`config.mk`:
```
export PLATFORM = sky130hd
export DESIGN_NAME = regfile_sb
export DESIGN_NICKNAME = d
export VERILOG_FILES = /design/src/rtl/regfile_sb.sv
export SDC_FILE = /design/constraint.sdc
export NUM_CORES = 2
export LEC_CHECK = 0
export CAP_MARGIN = 15
export CORE_ASPECT_RATIO = 0.7
export CORE_MARGIN = 4
export CORE_UTILIZATION = 62
export DETAILED_ROUTE_END_ITERATION = 7
export PLACE_DENSITY_LB_ADDON = 0.1
export REMOVE_ABC_BUFFERS = 1
export SETUP_SLACK_MARGIN = 0.1
export SYNTH_ARGS = -nofsm -noshare
export SYNTH_HDL_FRONTEND = slang
export SYNTH_SLANG_ARGS = --single-unit
```
`constraint.sdc`:
```
create_clock -name clk -period 2.9 [get_ports clk]
set_input_delay 0.29 -clock clk [delete_from_list [all_inputs] [get_ports clk]]
set_output_delay 0.29 -clock clk [all_outputs]
set_load 0.01 [all_outputs]
```
`src/rtl/regfile_sb.sv`:
```
// Parametrised register file with issue scoreboard; 0-cycle reads, 1-cycle write/busy update.
// iss_ready_o drops on a pending destination or flush; REGFILE_BYPASS_EN enables same-cycle write-back forwarding.
module regfile_sb #(
  parameter int XLEN = 32,
  parameter int NREG = 32,
  parameter int AW   = 5,
  parameter int NRD  = 2
) (
  input  logic              clk,
  input  logic              rst_n,
  input  logic [NRD*AW-1:0]   rd_addr_i,
  output logic [NRD*XLEN-1:0] rd_data_o,
  output logic [NRD-1:0]      rd_busy_o,
  input  logic              iss_valid_i,
  input  logic [AW-1:0]     iss_addr_i,
  output logic              iss_ready_o,
  input  logic              wb_valid_i,
  input  logic [AW-1:0]     wb_addr_i,
  input  logic [XLEN-1:0]   wb_data_i,
  input  logic              flush_i,
  output logic [NREG-1:0]   busy_vec_o
);

  logic [XLEN-1:0] regs [NREG];
  logic [NREG-1:0] busy;
  logic [NREG-1:0] busy_nxt;
  logic            iss_blocked;

  // Addresses beyond NREG exist only when AW is wider than log2(NREG).
  function automatic logic in_rng(input logic [AW-1:0] a);
    return int'(a) < NREG;
  endfunction

  for (genvar k = 0; k < NRD; k++) begin : g_rd
    logic [AW-1:0]   addr;
    logic [XLEN-1:0] dat;
    logic            bsy;

    assign addr = rd_addr_i[k*AW +: AW];

    always_comb begin
      dat = '0;
      bsy = 1'b0;
      if (addr != '0 && in_rng(addr)) begin
        dat = regs[addr];
        bsy = busy[addr];
`ifdef REGFILE_BYPASS_EN
        if (wb_valid_i && wb_addr_i == addr) begin
          dat = wb_data_i;
          bsy = 1'b0;
        end
`endif
      end
    end

    assign rd_data_o[k*XLEN +: XLEN] = dat;
    assign rd_busy_o[k]              = bsy;
  end

  always_comb begin
    iss_blocked = 1'b0;
    if (iss_addr_i != '0 && in_rng(iss_addr_i)) begin
      iss_blocked = busy[iss_addr_i];
`ifdef REGFILE_BYPASS_EN
      // A write-back landing this cycle releases the destination for a new producer.
      if (wb_valid_i && wb_addr_i == iss_addr_i) iss_blocked = 1'b0;
`endif
    end
  end

  assign iss_ready_o = !flush_i && !iss_blocked;

  // Flush beats issue; an issue's set beats a same-register write-back clear.
  always_comb begin
    busy_nxt = busy;
    if (flush_i) begin
      busy_nxt = '0;
    end else begin
      if (wb_valid_i && in_rng(wb_addr_i)) busy_nxt[wb_addr_i] = 1'b0;
      if (iss_valid_i && iss_ready_o && iss_addr_i != '0 && in_rng(iss_addr_i))
        busy_nxt[iss_addr_i] = 1'b1;
    end
    busy_nxt[0] = 1'b0;
  end

  always_ff @(posedge clk or negedge rst_n) begin
    if (!rst_n) busy <= '0;
    else        busy <= busy_nxt;
  end

  always_ff @(posedge clk or negedge rst_n) begin
    if (!rst_n) begin
      for (int r = 0; r < NREG; r++) regs[r] <= '0;
    end else if (wb_valid_i && wb_addr_i != '0 && in_rng(wb_addr_i)) begin
      regs[wb_addr_i] <= wb_data_i;
    end
  end

  assign busy_vec_o = busy;

endmodule
```
## Word-level counts from Yosys, hierarchy flattened

Index checks and enable logic that the tools add are counted.
W data, S select, Z words.

- Register bits after elaboration: 1055
- Input port bits: 57
- Output and inout bits: 99

- Multiplexer cells: 28
- Reductions and logical operators: 13
- Bitwise logic cells: 6
- Order comparisons: 10

Operators with widths:

| cell | count |
|---|---|
| $bwmux W1024 | 1 |
| $mux W32 | 11 |
| $bmux W32 S5 | 2 |
| $demux W32 S5 | 1 |
| $and A32 B32 Y32 | 1 |
| $not A32 Y32 | 1 |
| $or A32 B32 Y32 | 1 |
| $lt A5 B6 Y1 const B | 4 |
| $reduce_bool A5 Y1 | 4 |
| $ge A6 B6 Y1 const B | 3 |
| $not A5 Y6 | 3 |
| $bmux W1 S5 | 3 |
| $demux W1 S5 | 2 |
| $ge A5 B1 Y1 const B | 2 |
| $mux W1 | 8 |
| $logic_and A1 B1 Y1 | 7 |
| $lt A6 B1 Y1 const B | 1 |
| $logic_not A1 Y1 | 2 |

## Logic depth before layout (Yosys ltp)

- Depth after elaboration: 11
- Depth in mapped cells: 9

## Worst setup path after synthesis

No wires, ideal clock.

- Kind: input port to output port
- Start point: in rd_addr_i[0]
- End point: out rd_busy_o[0]
- Required time: 2610 ps
- Path slack: 858 ps
- Cell stages on the path: 7
- Path buffers: 4
- Arrival time: 1752 ps
- Path through: buf_2 buf_4 buf_2 mux4_2 mux2i_1 o21ai_1 buf_4

- Longest elaborated chain between the ends: 3
- Elaborated cells on any way between the ends: 4

Ends and longest elaborated chain:

| what | RTL line | source |
|---|---|---|
| start, declared | 11 | `input logic [NRD*AW-1:0] rd_addr_i,` |
| $bmux W1 S5 | 46 | `bsy = busy[addr];` |
| $mux W1 (not written as such) | 46 |  |
| $mux W1 * | 44 | `if (addr != '0 && in_rng(addr)) begin` |
| end, declared | 13 | `output logic [NRD-1:0] rd_busy_o,` |

Every way passes the cells marked *; elsewhere a longest branch is shown, timed or not. The select of a mux whose other input is x is not followed.

## Worst setup path in the final report

- Start point: reg regs[258] in the netlist's numbering
- End point: out rd_data_o[2]

- Longest elaborated chain between the ends: 4

Ends and longest elaborated chain:

| what | RTL line | source |
|---|---|---|
| start, declared | 24 | `logic [XLEN-1:0] regs [NREG];` |
| start signal, assigned by index | 95 | `regs[wb_addr_i] <= wb_data_i;` |
| $bmux W32 S5 | 45 | `dat = regs[addr];` |
| $mux W32 (not written as such) (2 in a row) | 45 |  |
| $mux W32 | 44 |  |
| end, declared | 12 | `output logic [NRD*XLEN-1:0] rd_data_o,` |

Every way passes these cells. The select of a mux whose other input is x is not followed.

==> results.md <==
* Prevailing post-synth register cell: dfrtp_1
* Area share of the largest cell type after synthesis at 46.7%
* Crit Path Max Fanout at 3
* Synthesized instance count at 3700
* Clk slew on worst S/H paths at 0.07 ns
* Final Cell Area at ~65000 sq um
* Worst clock skew at approximately 0.0072 ns
* Detailed placer's ending HPWL at 100 mm
* Fraction of layout cells with a size suffix above 1 at 54.5%
* GRT overflow at 0
* Static leakage at roughly 28 nW
* Worst setup margin at 0.127 ns
* Fin crit share at 95.6%
* Vias in the first global route at 38700
* Row cnt at 92
* Synth-to-layout area growth at 14.7%
* First-pass GRT wire length at about 250 mm
* DP Area at ~60000 sq um
* Buffers & Inverters on Critical Path at 1
* Worst vdd ir at 639 uV
* RSZ-0062 raised after global routing: yes
* CTS Sinks at 1055
* GPL Wtd Cong at 0.862
* Place WS at -0.256 ns
* Setup violators final at 0
* Max clock buf depth at 3
* Worst-margin pin slew at 1.19 ns
* Max-capacitance violation count at 0
* Top Family by Delay on Critical Path: multiplexers
* Max H-tree Level at 3
* Post-synth EDFFs at 0
* # IOs at 156
* Die H at 261 um
* CP required at 2.61 ns
* Slowest cell delay on critical path at 0.49 ns
* CTS tree: yes
* Asr flop ratio synth at 100%
* F_max at 361 MHz
* Final Hold Violating Endpoints at 0
* Port buffer count at 154
* Pre-antenna DRT Iters at 5
* Post-synthesis register bit count at 1055
* Critical-path cell list: mux4_2 -> mux2i_2 -> o22ai_2 -> nor2_2 -> o21ai_1 -> clkdlybuf4s15_1
* Run status: finished clean
* Core footprint at approximately 90000 sq um
* Min Hold Slack at 0.263 ns
* Sequential fraction of the synthesis area at 46.7%
* Cell Area, Synth at 56600 sq um
* Detailed Route Iter0 Violations at 3748
* GRT Util Overall at a little over a third
* DRC viols at 0
* Synth top cells by count: 1055 x dfrtp_1, 992 x mux2_2, 530 x mux4_2, 268 x mux2i_1, 186 x clkbuf_1
* Final core occ at 71.9%
* Slowest-stage cell, CP: mux4_2
* CP Data Arrival Time at 2.48 ns
* Hold/Removal Path Class: primary input to async pin
* Initial Util at 62.7%
* Top cells by area, synth: dfrtp_1 47%, mux4_2 21%, mux2_2 20%
* Clock Tree Root: clkbuf_16
* Area leader, netlist: dfrtp_1
* Routed len/inst at about 32 um
* Die Area at 96200 sq um
* Vias/cell at ~7.1
* Mean post-synth cell area at 15.3 sq um
* Top-count cell post-synth: dfrtp_1
* Final Slew Violations at 0
* Worst-Skew Late Latency at 0.70 ns
* Initial antenna violation count at 3
* Synth warnings at 0
* Slew margin rel. at 20.5%
* Largest net degree at the start of global routing at just under 90
* WL final at ~170 mm
* Cell variety after synth at 45
* TritonCTS buffer count at 103
* Power consumption at 0.0428 W
* Final nets at 3887
* CP Launch Type: flop
* Post-DRT Antenna Nets at 0
* Die Span X at roughly 370 um
* Power Dens Cells at 660 nW/um^2
* Crit path time final at approximately 2.8 ns
* Total number of vias at 36500
* CP Capture Type: primary output
* Critical path class: flop to primary output
-- routing by layer --
metal,up-vias,global-route usage [%],share of wire [%]
li1,14500,-,-
met1,19700,48.7,40
met2,1896,55.2,48
met3,406,8.44,8.8
met4,2,12.0,3.7
met5,-,0,0.0078
-- stage by stage --
| step | cells | setup TNS, ns |
|---|---|---|
| global route | 5136 | 0 |
| finish | 5136 | 0 |
| CTS | 5121 | 0 |
| floorplan | 3279 | 0 |
| global placement | 4916 | -0.595 |
| detailed placement | 4916 | -0.683 |
-- layout by cell type, fill, tap and decap left out, types with 17 or more instances in the layout --
cell and count:
dfrtp_1 1052, mux2_2 992, mux4_2 530, mux2i_1 233
buf_4 194, nor2_1 122, clkbuf_16 105, buf_12 97
clkdlybuf4s50_1 78, o21ai_1 61, o22ai_1 48, dlygate4sd2_1 36
mux2i_2 30, clkinv_2 25, clkbuf_8 22, nand3_1 20
nor2_4 20, o22ai_2 19, nand2_2 17, clkbuf_1 17
-- sequential cells by signal, summed over array words and instances, names as in the netlist --
name and cells:
regs 1024, busy_vec_o 31
-- final timing paths --
kind / start / to / slack, ns / cells after the start
worst max register to register: busy_vec_o[26] / busy_vec_o[17] / 0.94 / 6
min in group clk: regs[1004] / regs[1004] / 0.40 / 0
worst max-delay path: regs[258] / rd_data_o[2] / 0.13 / 6
max in group asynchronous: rst_n / regs[198] / 1.57 / 3
worst min-delay path: rst_n / regs[645] / 0.26 / 2
worst min register to register: regs[1004] / regs[1004] / 0.40 / 0
-- layout make-up --
class	instances	area, sq um
Fill cell	5739	25400
Clock inverter	44	490
Antenna cell	1	2.50
Timing Repair Buffer	446	4850
Clock buffer	144	2990
Inverter	7	26.3
Tap cell	1222	1530
Multi-Input combinational cell	2217	28600
Sequential cell	1055	26400
-- cells by family (layout without fill, tap and decap cells) --
group / Yosys count / after routing / synth area share [%]
buffers and inverters: 428 / 641 / 3.79
muxes: 1793 / 1793 / 45.6
AOI/OAI and AO/OA: 176 / 176 / 1.93
other: 1 / 2 / 0.00663
DFF: 1055 / 1055 / 46.7
and+or+nand+nor: 247 / 247 / 1.98
-- timing repair --
| action | CTS | global route |
|---|---|---|
| endpoints found under the hold margin | 47 | 0 |
| setup endpoints to repair | 67 | 46 |
| gates resized for setup | 126 | 89 |
| pin swaps | 26 | 49 |
| buffers inserted | 16 | 14 |
| cloned | 0 | 0 |
| hold buffers | 1 | 0 |
-- power breakdown --
group	internal (W)	switching, W	leakage [nW]
Clock	0.00801	0.00592	1.73
Sequential	0.0174	0.00208	13.6
Combinational	0.00568	0.00370	12.8
No activity file was read; power rests on OpenSTA's default activity.
